[src/rtl/redmule_mem_port_arbiter.sv]
// Shares one memory port among the streamer channels (X, W, Y reads; Z writes).
// Round-robin with a starvation override; an in-order tag FIFO routes responses back.
module redmule_mem_port_arbiter #(
  parameter int unsigned NR        = 4,
  parameter int unsigned AW        = 32,
  parameter int unsigned DW        = 32,
  parameter int unsigned MAX_OUT   = 4,
  parameter int unsigned STARVE_TH = 8
) (
  input  logic               clk_i,
  input  logic               rst_ni,
  input  logic               clear_i,
  input  logic [NR-1:0]      req_i,
  input  logic [NR*AW-1:0]   add_i,
  input  logic [NR-1:0]      wen_i,
  input  logic [NR*DW/8-1:0] be_i,
  input  logic [NR*DW-1:0]   data_i,
  output logic [NR-1:0]      gnt_o,
  output logic [NR-1:0]      r_valid_o,
  output logic [DW-1:0]      r_data_o,
  output logic               req_o,
  output logic [AW-1:0]      add_o,
  output logic               wen_o,
  output logic [DW/8-1:0]    be_o,
  output logic [DW-1:0]      data_o,
  input  logic               gnt_i,
  input  logic               r_valid_i,
  input  logic [DW-1:0]      r_data_i,
  output logic               busy_o,
  output logic               err_o
);
  localparam int unsigned TW = (NR > 1) ? $clog2(NR) : 1;
  localparam int unsigned PW = (MAX_OUT > 1) ? $clog2(MAX_OUT) : 1;
  localparam int unsigned CW = $clog2(MAX_OUT + 1);
  localparam int unsigned SW = $clog2(STARVE_TH + 1);
  localparam int unsigned BW = DW / 8;

  logic [TW-1:0] rr_ptr, sel, cand, head_tag;
  logic [SW-1:0] starve_cnt [NR];
  logic [TW-1:0] tag_mem [MAX_OUT];
  logic [PW-1:0] wr_ptr, rd_ptr;
  logic [CW-1:0] count;
  logic          err_q;
  logic [NR-1:0] eligible, starved;
  logic          full, empty, any_starved, found, push, pop;

  // Eligibility looks at the registered count, so a pop never frees a slot in its own cycle.
  assign full     = (count == CW'(MAX_OUT));
  assign empty    = (count == '0);
  assign eligible = req_i & {NR{~full}};
  assign req_o    = |eligible;

  always_comb begin
    starved = '0;
    for (int k = 0; k < NR; k++) begin
      starved[k] = eligible[k] & (starve_cnt[k] >= SW'(STARVE_TH));
    end
  end

  always_comb begin
    sel         = rr_ptr;
    cand        = rr_ptr;
    any_starved = 1'b0;
    found       = 1'b0;
    for (int k = 0; k < NR; k++) begin
      if (starved[k] && !any_starved) begin
        sel         = TW'(k);
        any_starved = 1'b1;
      end
    end
    if (!any_starved) begin
      for (int i = 0; i < NR; i++) begin
        cand = TW'((int'(rr_ptr) + i) % NR);
        if (!found && eligible[cand]) begin
          sel   = cand;
          found = 1'b1;
        end
      end
    end
  end

  assign add_o  = req_o ? add_i[sel*AW +: AW] : '0;
  assign wen_o  = req_o & wen_i[sel];
  assign be_o   = req_o ? be_i[sel*BW +: BW] : '0;
  assign data_o = req_o ? data_i[sel*DW +: DW] : '0;

  assign push = req_o & gnt_i;

  always_comb begin
    gnt_o = '0;
    if (push) gnt_o[sel] = 1'b1;
  end

  // An empty FIFO with a same-cycle push hands the new tag straight to the response.
  assign pop      = r_valid_i & (~empty | push);
  assign head_tag = empty ? sel : tag_mem[rd_ptr];

  always_comb begin
    r_valid_o = '0;
    if (pop) r_valid_o[head_tag] = 1'b1;
  end

  assign r_data_o = r_data_i;
  assign busy_o   = ~empty;
  assign err_o    = err_q;

  always_ff @(posedge clk_i or negedge rst_ni) begin
    if (!rst_ni) begin
      rr_ptr <= '0;
      wr_ptr <= '0;
      rd_ptr <= '0;
      count  <= '0;
      err_q  <= 1'b0;
      for (int k = 0; k < NR; k++) starve_cnt[k] <= '0;
    end else if (clear_i) begin
      rr_ptr <= '0;
      wr_ptr <= '0;
      rd_ptr <= '0;
      count  <= '0;
      err_q  <= 1'b0;
      for (int k = 0; k < NR; k++) starve_cnt[k] <= '0;
    end else begin
      if (push) begin
        wr_ptr <= (wr_ptr == PW'(MAX_OUT - 1)) ? '0 : wr_ptr + 1'b1;
        rr_ptr <= (sel == TW'(NR - 1)) ? '0 : sel + 1'b1;
      end
      if (pop) rd_ptr <= (rd_ptr == PW'(MAX_OUT - 1)) ? '0 : rd_ptr + 1'b1;
      if (push && !pop)      count <= count + 1'b1;
      else if (pop && !push) count <= count - 1'b1;
      if (r_valid_i && empty && !push) err_q <= 1'b1;
      for (int k = 0; k < NR; k++) begin
        if (!req_i[k] || (push && (sel == TW'(k)))) starve_cnt[k] <= '0;
        else if (starve_cnt[k] < SW'(STARVE_TH))    starve_cnt[k] <= starve_cnt[k] + 1'b1;
      end
    end
  end

  always_ff @(posedge clk_i) begin
    if (push && !clear_i) tag_mem[wr_ptr] <= sel;
  end

endmodule
[config.mk]
export PLATFORM = sky130hd
export DESIGN_NAME = redmule_mem_port_arbiter
export DESIGN_NICKNAME = d
export VERILOG_FILES = /design/src/rtl/redmule_mem_port_arbiter.sv
export SDC_FILE = /design/constraint.sdc
export NUM_CORES = 1
export LEC_CHECK = 0
export ABC_AREA = 1
export BUFFER_PORTS_ARGS = -buffer_cell sky130_fd_sc_hd__buf_2
export CORE_AREA = 2 2 166 168
export CTS_CLUSTER_DIAMETER = 40
export DETAILED_ROUTE_END_ITERATION = 10
export DIE_AREA = 0 0 168 170
export PLACE_DENSITY = 0.49
export SLEW_MARGIN = 20
export SYNTH_ARGS = -nofsm -noshare
export SYNTH_HDL_FRONTEND = slang
export SYNTH_SLANG_ARGS = --single-unit
[constraint.sdc]
create_clock -name clk_i -period 3.8 [get_ports clk_i]
set_input_delay 0 -clock clk_i [delete_from_list [all_inputs] [get_ports clk_i]]
set_output_delay 0 -clock clk_i [all_outputs]
set_load 0.01 [all_outputs]
# == Yosys cells after proc, flatten, opt, wreduce, memory -nomap -nowiden ==
# Memory sizes are Yosys's and may differ from the RTL's.
# Cells that the tools add are included.
# classes
add_sub_neg,12
n_lt_le_gt_ge,16
n_eq_ne,6
n_shift,3
mux,64
bitwise_logic,11
reduce_logical,45
# ops
operator,n
$shiftx A128 B8 Y32,2
$mux W32,2
$mux W4,11
$mux W2,19
$mux W1,21
$lt A2 B3 Y1 const B,6
$logic_and A1 B1 Y1,17
$add A4 B1 Y4 const B,4
$ge A4 B4 Y1 const B,4
$lt A4 B4 Y1 const B,4
$mux W16,1
$shiftx A16 B5 Y4,1
$reduce_bool A3 Y1,5
$logic_not A1 Y1,13
$bmux W1 S2,5
$mux W3,3
$add A2 B1 Y2 const B,4
$eq A2 B2 Y1 const B,4
$and A1 B1 Y1,7
$reduce_bool A2 Y1,3
$add A2 B2 Y2 const B,2
$and A4 B4 Y4,1
$demux W1 S2,2
$ge A2 B1 Y1 const B,2
10 further kinds,14
# totals
ff_bits,26
ramBits,8
wordCells,167
mem_count,1
# memory_table
name,words,width,rd,rd_ports_with_merged_regs,write_ports,line,source
tag_mem,4,2,1,0,1,40,logic [TW-1:0] tag_mem [MAX_OUT];

# == Longest topological paths before layout ==
# Gate-level depths: netlist of run 1.
# logic_depth
word_depth,33
depth_mapped,21

# == Worst setup path after synthesis of run 1 ==
# Ideal clock, no wire load.
# synth_timing
path_type,reg-to-reg
from,register count[1]
to,register starve_cnt[13] (netlist bit)
arrival_ps,2445
t_required_ps,3706
slack_ps,1261
stages_incl_launch_ff,16
path_cell_list,dfrtp_1 nor2_2 nand2_2 buf_6 nand2_1 nand2_1 a21oi_1 o21ai_0 a21oi_1 inv_1 buf_2 buf_1 ha_1 inv_1 o211ai_1 a211oi_1
# synth_via
elab_chain_cells,24
# synth_lines
element,line,source
start: declaration,42,logic [CW-1:0] count;
start signal: assignment,128,if (push && !pop) count <= count + 1'b1;
start signal: assignment,129,else if (pop && !push) count <= count - 1'b1;
$eq A3 B3 Y1 *,48,assign full = (count == CW'(MAX_OUT));
$not A1 Y1 *,50,assign eligible = req_i & {NR{~full}};
$and A4 B4 Y4 *,50,
$bmux W1 S2 or $and A1 B1 Y1 (tied branches),"74, 56",
$mux W1 (on tied branches),"74, 66",
$mux W1 or $logic_not A1 Y1 (tied branches),"74, 66",
$mux W1 or $logic_and A1 B1 Y1 (tied branches),"71, 66",
$logic_not A1 Y1 or $mux W1 (tied branches),"74, 66",
(+9 left out),-,
$mux W2,74,if (!found && eligible[cand]) begin
$mux W2 *,71,if (!any_starved) begin
via sel[1],38,"logic [TW-1:0] rr_ptr, sel, cand, head_tag;"
$logic_not A2 Y1 *,132,if (!req_i[k] || (push && (sel == TW'(k)))) starve_cnt[k] <= '0;
$logic_and A1 B1 Y1 *,132,
$logic_or A1 B1 Y1 *,132,
$mux W4,132,
$mux W16,115,end else if (clear_i) begin
end signal: indexed assignment,132,
end: declaration,39,logic [SW-1:0] starve_cnt [NR];
# Mark *: on every way through the listed nets, which the timed path passes. The rest lies on a longest branch. The select of a mux whose other input is x is not followed.
# A chain may end at the register's enable or synchronous reset.

# == Final worst setup path of run 1 ==
# layout_timing
from,register count[1]
to,output port add_o[4]
# layout_via
elab_chain_cells,21
# layout_lines
element,line,source
$eq A3 B3 Y1 *,48,
$not A1 Y1 *,50,
$and A4 B4 Y4 *,50,
$bmux W1 S2 or $and A1 B1 Y1 (tied branches),"74, 56",
$mux W1 (on tied branches),"74, 66",
$mux W1 or $logic_not A1 Y1 (tied branches),"74, 66",
$mux W1 or $logic_and A1 B1 Y1 (tied branches),"71, 66",
$logic_not A1 Y1 or $mux W1 (tied branches),"74, 66",
(+6 left out),-,
$mux W1 or $mux W2 (tied branches),"71, 74",
$logic_not A1 Y1 or $mux W2 (tied branches),74,
$logic_and A1 B1 Y1 or $mux W2 (tied branches),74,
$mux W2,74,
$mux W2 *,71,
via sel[1],38,
$shiftx A128 B8 Y32 *,82,assign add_o = req_o ? add_i[sel*AW +: AW] : '0;
$mux W32 *,82,
end: declaration,22,"output logic [AW-1:0] add_o,"
# Marked as above.

==> results of run 1 <==
## path summary, 6_finish.rpt
| check | endpoint | slack, ns |
|---|---|---|
| max | add_o[4] | 0.46 |
| min | r_data_o[18] | 0.000004 |
| max reg2reg | starve_cnt[13] | 0.88 |
| min reg2reg | err_o | 0.50 |
| max in group asynchronous | rd_ptr[0] | 3.13 |
| min in group asynchronous | starve_cnt[0] | 0.27 |
## cells in the final DEF (no fill, tap or decap), types with 2 or more instances in the layout
cell / n
a211oi_1: 4
a21oi_1: 11
buf_12: 3
buf_2: 364
buf_4: 4
clkbuf_16: 5
dfrtp_1: 26
diode_2: 2
dlygate4sd3_1: 2
edfxtp_1: 8
ha_1: 17
inv_1: 39
inv_4: 2
nand2_1: 326
nand2_2: 2
nand2_4: 3
nand3_1: 232
nor2_1: 174
nor2_2: 2
o211ai_1: 4
o21ai_0: 16
o21ai_1: 2
xor2_1: 5
## cell type report
class	count	area, um2	share of cell area
clock buffers	6	139	0.0192
well taps	341	427	0.0590
diodes	2	5.00	0.000692
clock inverters	2	11.3	0.00156
flip-flops and latches	34	891	0.123
multi-input cells	809	3670	0.507
inverters	42	160	0.0221
repair buffers	373	1930	0.267
## kinds of logic (layout without fill, tap and decap cells)
logic type	after synthesis	count (layout)	share of synthesized area
compound gates	42	42	0.0457
fa+ha+maj	18	18	0.0438
xor+xnor	6	6	0.00989
simple gates	743	743	0.586
flops	34	34	0.168
other cells	0	2	0
buf+inv	144	423	0.147
## sequential cells by signal (all words and copies together) (netlist names)
name and count:
count 3, err_o 1, rd_ptr 2, rr_ptr 2, starve_cnt 16, tag_mem 8
wr_ptr 2
## synthesized netlist by cell type, drive strengths merged
master	number
nand4	1
o21ai	18
xor2	5
nor2	177
a211oi	4
edfxtp	8
nand3	234
a31oi	1
o311ai	1
xnor2	1
dfrtp	26
clkinv	1
a21boi	1
ha	17
a21oi	11
o32ai	1
clkbuf	25
nand2	331
buf	77
o211ai	4
inv	41
fa	1
o22ai	1
## power groups by stage
stage               logic [mW]  clock network, mW  registers (mW)
floorplan                 4.80                  0           0.490
global placement          6.72                  0           0.505
detailed placement        6.70                  0           0.506
CTS                       6.74              0.423           0.499
global route              7.55              0.441           0.507
finish                    6.64              0.411           0.500
## metrics by stage
stage	power [mW]	hold slack [ns]	util	instances	area, um2
finish	7.55	0.00000373	0.271	1609	7230
global route	8.50	0.0000223	0.271	1607	7230
CTS	7.66	0.0000686	0.271	1607	7230
detailed placement	7.21	0.0000686	0.265	1597	7060
global placement	7.22	0.0000686	0.265	1597	7060
floorplan	5.29	-0.296	-	987	5310
## per-layer routing
layer	wire [um]	share of wire	GRT usage
met1	10300	0.44	0.202
met2	10800	0.46	0.256
met3	1910	0.082	0.0393
met4	246	0.011	0.0242
met5	26	0.0011	0
## worst register-to-register path: stages (launching register included)
cell      delay [ns]
dfrtp_1         0.38
nor2_2          0.14
nand2_2         0.18
nand2_1         0.19
nand2_1         0.08
a21oi_1         0.13
o21ai_0         0.09
a21oi_1         0.57
inv_4           0.27
ha_1            0.27
inv_1           0.13
o211ai_1        0.20
a211oi_1        0.21
## timing repair
item	in CTS	in global routing
setup buffers	0	0
gates resized for setup	0	0
hold buffers	2	0
endpoints found under the hold margin	27	0
==> impl_metrics.env, run 1 <==
export IMPL_irDropWorstVdd_mv=0.885
export IMPL_min_from="r_data_i[18]"
export IMPL_dpl_worst_slack_ns=0.670
export IMPL_die_x_um=168
export IMPL_swShare=0.613
export IMPL_clock_latency_ns=0.27
export IMPL_io_pins=429
export IMPL_cts_buffers_inserted=5
export IMPL_setup_viol=0
export IMPL_dieArea_mm2=0.0286
export IMPL_fillers=3098
export IMPL_critPathBufInv=3
export IMPL_avgSynthCellArea_um2=5.38
export IMPL_internal_power_mw=2.92
export IMPL_yosysUniqueCellTypes=33
export IMPL_ant_nets=0
export IMPL_slew_viol_final=0
export IMPL_cp_depth=13
export IMPL_vias_per_cell=4.51
export IMPL_synth_area_mm2=0.00531
export IMPL_clk_pin_slew_ns=0.06
export IMPL_yosysWarnings=0
export IMPL_cts_root_buf="clkbuf_16"
export IMPL_num_rows=60
export IMPL_fin_skew_ns=0.00274
export IMPL_finalHoldViolCount=0
export IMPL_antenna_found_initial=4
export IMPL_critPathSlowestCell="a21oi_1"
export IMPL_drt_iter0_drc=506
export IMPL_cts_htree_levels=2
export IMPL_ys_ff_latch=34
export IMPL_rsz0062_at_grt="no"
export IMPL_clock_sinks=34
export IMPL_die_y_um=170
export IMPL_whs_path_depth=0
export IMPL_dp_hpwl_um=17700
export IMPL_power_density_mw_per_mm2=1040
export IMPL_startpoint="count[1]"
export IMPL_max_slew_margin=0.400
export IMPL_cpPeakStageDelay_ns=0.57
export IMPL_syn_num_nets=1322
export IMPL_grt_pass1_wl_um=35400
export IMPL_critPathLaunchType="flop"
export IMPL_remaining_drc_errors=0
export IMPL_cap_violations=0
export IMPL_synth_top_area_cell="nand2_1"
export IMPL_grt_pass1_vias=6770
export IMPL_worst_pin_slew_ns=0.900
export IMPL_wl_um=23300
export IMPL_yosysSeqAreaShare=0.168
export IMPL_timing_final_crit_share=0.880
export IMPL_grt_max_degree=139
export IMPL_hp_class="in2out"
export IMPL_cp_max_fo=46
export IMPL_grt_usage=0.153
export IMPL_path_delay_family="simple AND/OR/NAND/NOR gates"
export IMPL_clockBufferDepth=2
export IMPL_layout_drive_gt1_share=0.309
export IMPL_portBuffers=364
export IMPL_crit_path_end_kind="output port"
export IMPL_cp_arrival_ns=3.34
export IMPL_r2r_start="count[1]"
export IMPL_crit_path_cell_trace="nor2_2 > nand2_2 > nand2_1 > nand2_1 > a21oi_1 > o21ai_0 > a21oi_1 > inv_4 > buf_4 > nand3_1 > nand2_1 > nor2_1 > buf_2"
export IMPL_start_util=0.199
export IMPL_p_leak_nw=4.29
export IMPL_crit_type="reg2out"
export IMPL_yosys_top_cells_area="nand2_1, nand3_1, nor2_1, dfrtp_1, buf_4"
export IMPL_tns_ns=0
export IMPL_synth_top_area_frac=0.231
export IMPL_power_frac_comb=0.879
export IMPL_clkPwrFrac=0.054
export IMPL_rr_worst_depth=12
export IMPL_fmax_mhz=299
export IMPL_critPathMostFrequentCell="nand2_1"
export IMPL_syn_inst=987
export IMPL_seqPwrFrac=0.066
export IMPL_routabilityCongestion=0.867
export IMPL_core_mm2=0.0267
export IMPL_p_sw_mw=4.63
export IMPL_cts_tree="built"
export IMPL_cp_data_required_time_ns=3.80
export IMPL_syn_to_final_growth_pct=36.1
export IMPL_status="finished, final reports clean"
export IMPL_fin_nets=1600
export IMPL_period_minus_slack_ns=3.34
export IMPL_wl_per_cell_um=14.5
export IMPL_setup_ws_ns=0.456
export IMPL_vias=7251
export IMPL_drtPass1Iterations=6
export IMPL_grt_overflow=0
(Power assumes the default switching activity.)
==> inputs of run 2 (changes only) <==
--- a/config.mk
+++ b/config.mk
@@ -7,11 +7,13 @@
 export LEC_CHECK = 0
 export ABC_AREA = 1
 export BUFFER_PORTS_ARGS = -buffer_cell sky130_fd_sc_hd__buf_2
-export CORE_AREA = 2 2 166 168
+export CELL_PAD_IN_SITES_DETAIL_PLACEMENT = 1
+export CELL_PAD_IN_SITES_GLOBAL_PLACEMENT = 1
+export CORE_AREA = 2 2 164 166
 export CTS_CLUSTER_DIAMETER = 40
 export DETAILED_ROUTE_END_ITERATION = 10
-export DIE_AREA = 0 0 168 170
-export PLACE_DENSITY = 0.49
+export DIE_AREA = 0 0 166 168
+export PLACE_DENSITY = 0.73
 export SLEW_MARGIN = 20
 export SYNTH_ARGS = -nofsm -noshare
 export SYNTH_HDL_FRONTEND = slang
==> impl_metrics.env, run 2 (synthesized netlist as in run 1, its figures left out) <==
export IMPL_core_mm2=0.0264
export IMPL_cts_htree_levels=2
export IMPL_vias=7385
export IMPL_grt_pass1_wl_um=38800
export IMPL_final_common_cell="buf_2"
export IMPL_cts_buffers_inserted=5
export IMPL_max_slew_margin=0.409
export IMPL_post_cts_resize_count=0
export IMPL_final_cells=1610
export IMPL_mostFrequentLayoutCells="buf_2, nand2_1, nand3_1"
export IMPL_cts_root_buf="clkbuf_16"
export IMPL_dp_hpwl_um=19300
export IMPL_die_y_um=168
export IMPL_n_antenna_cell=0
export IMPL_remaining_drc_errors=0
export IMPL_reg2reg_slack_ns=1.09
export IMPL_setup_ws_ns=0.525
export IMPL_syn_to_final_growth_pct=37.3
export IMPL_final_cell_area_mm2=0.00730
export IMPL_rsz0062_at_grt="no"
export IMPL_crit_type="reg2out"
export IMPL_fin_skew_ns=0.0101
export IMPL_critPathSlowestCell="buf_4"
export IMPL_clk_pin_slew_ns=0.05
export IMPL_cp_max_fo=71
export IMPL_startpoint="count[1]"
export IMPL_grt_max_degree=95
export IMPL_dieArea_mm2=0.0279
export IMPL_die_x_um=166
export IMPL_cpPeakStageDelay_ns=0.58
export IMPL_utilization=0.277
export IMPL_fmax_mhz=305
export IMPL_layout_drive_gt1_share=0.310
export IMPL_routabilityCongestion=0.842
export IMPL_ant_nets=0
export IMPL_clockBufferDepth=2
export IMPL_r2r_start="count[1]"
export IMPL_dpl_cell_count=1600
export IMPL_cts_tree="built"
export IMPL_min_from="r_data_i[7]"
export IMPL_power_density_mw_per_mm2=1060
export IMPL_cp_endpoint="data_o[10]"
export IMPL_wl_um=24800
export IMPL_cp_data_required_time_ns=3.80
export IMPL_crit_path_end_kind="output port"
export IMPL_wl_per_cell_um=15.4
export IMPL_drt_iter0_drc=369
export IMPL_irDropWorstVdd_mv=1.08
export IMPL_status="finished, final reports clean"
export IMPL_setup_viol=0
export IMPL_place_area_mm2=0.00708
export IMPL_dpl_worst_slack_ns=0.909
export IMPL_clock_latency_ns=0.28
export IMPL_largest_registers="starve_cnt x16, tag_mem x8, count x3"
export IMPL_critPathLaunchType="flop"
export IMPL_hp_class="in2out"
export IMPL_fin_nets=1603
export IMPL_antenna_found_initial=4
export IMPL_crit_path_cell_trace="nor2_2 > nand2_2 > nand3_1 > nand2_1 > nor2_1 > a21oi_1 > o21ai_0 > a21oi_1 > buf_4 > inv_4 > buf_4 > nand3_1 > nand2_1 > nor2_1 > buf_2"
export IMPL_grt_pass1_vias=7463
export IMPL_largest_reg_flops=16
export IMPL_timing_final_crit_share=0.862
export IMPL_worst_pin_slew_ns=0.887
export IMPL_largest_register="starve_cnt"
export IMPL_cap_violations=0
export IMPL_hold_worst_slack_ns=0.00000336
export IMPL_r2r_end="starve_cnt[1]"
export IMPL_io_pins=429
export IMPL_tns_ns=0
export IMPL_slew_viol_final=0
export IMPL_finalHoldViolCount=0
export IMPL_drtPass1Iterations=4
export IMPL_period_minus_slack_ns=3.27
export IMPL_cp_arrival_ns=3.27
export IMPL_num_rows=60
export IMPL_vias_per_cell=4.59
export IMPL_power_mw=7.70
export IMPL_p_leak_nw=4.32
export IMPL_grt_overflow=0
export IMPL_rr_worst_depth=19
export IMPL_portBuffers=364
export IMPL_start_util=0.202
export IMPL_clock_sinks=34
export IMPL_fillers=3622
export IMPL_grt_usage=0.169
run 2: worst min path at each step:
stage | endpoint | cells past startpoint | slack [ns]
floorplan | count[0] | 0 | -0.30
global placement | r_data_o[0] | 0 | 0.00007
detailed placement | r_data_o[0] | 0 | 0.00007
CTS | r_data_o[0] | 0 | 0.00007
global route | r_data_o[7] | 0 | 0.00001
finish | r_data_o[7] | 0 | 0.000003
run 2: timing repair:
item | in CTS | in global routing
buffers inserted | 0 | 0
endpoints found under the hold margin | 27 | 0
hold buffers | 2 | 0
run 2: where the power goes:
| group | leakage [nW] | internal, mW | switching, mW |
|---|---|---|---|
| clock | 0.0940 | 0.377 | 0.165 |
| sequential | 0.425 | 0.450 | 0.0525 |
| combinational | 3.80 | 2.24 | 4.42 |
run 2: layer usage:
layer,global-route usage,wire [um],part of all wire
met1,0.212,10500,0.42
met5,0,36,0.0014
met3,0.0465,1960,0.079
met4,0.0159,193,0.0078
met2,0.299,12100,0.49
run 2: worst max-delay path, delay by kind of cell, from the launching register on:
kind	cells	cell delay (ns)
AO/OA/AOI/OAI	3	0.34
buffers and inverters	4	0.97
flip-flops	1	0.38
AND/OR/NAND/NOR	8	1.21
run 2: layout make-up:
| class | count | area (um2) | area share |
|---|---|---|---|
| multi-input combinational | 809 | 3670 | 0.503 |
| timing repair buffer | 376 | 1950 | 0.268 |
| sequential | 34 | 891 | 0.122 |
| tap | 341 | 427 | 0.0585 |
| inverter | 42 | 160 | 0.0220 |
| clock buffer | 5 | 125 | 0.0171 |
| clock inverter | 3 | 68.8 | 0.00943 |
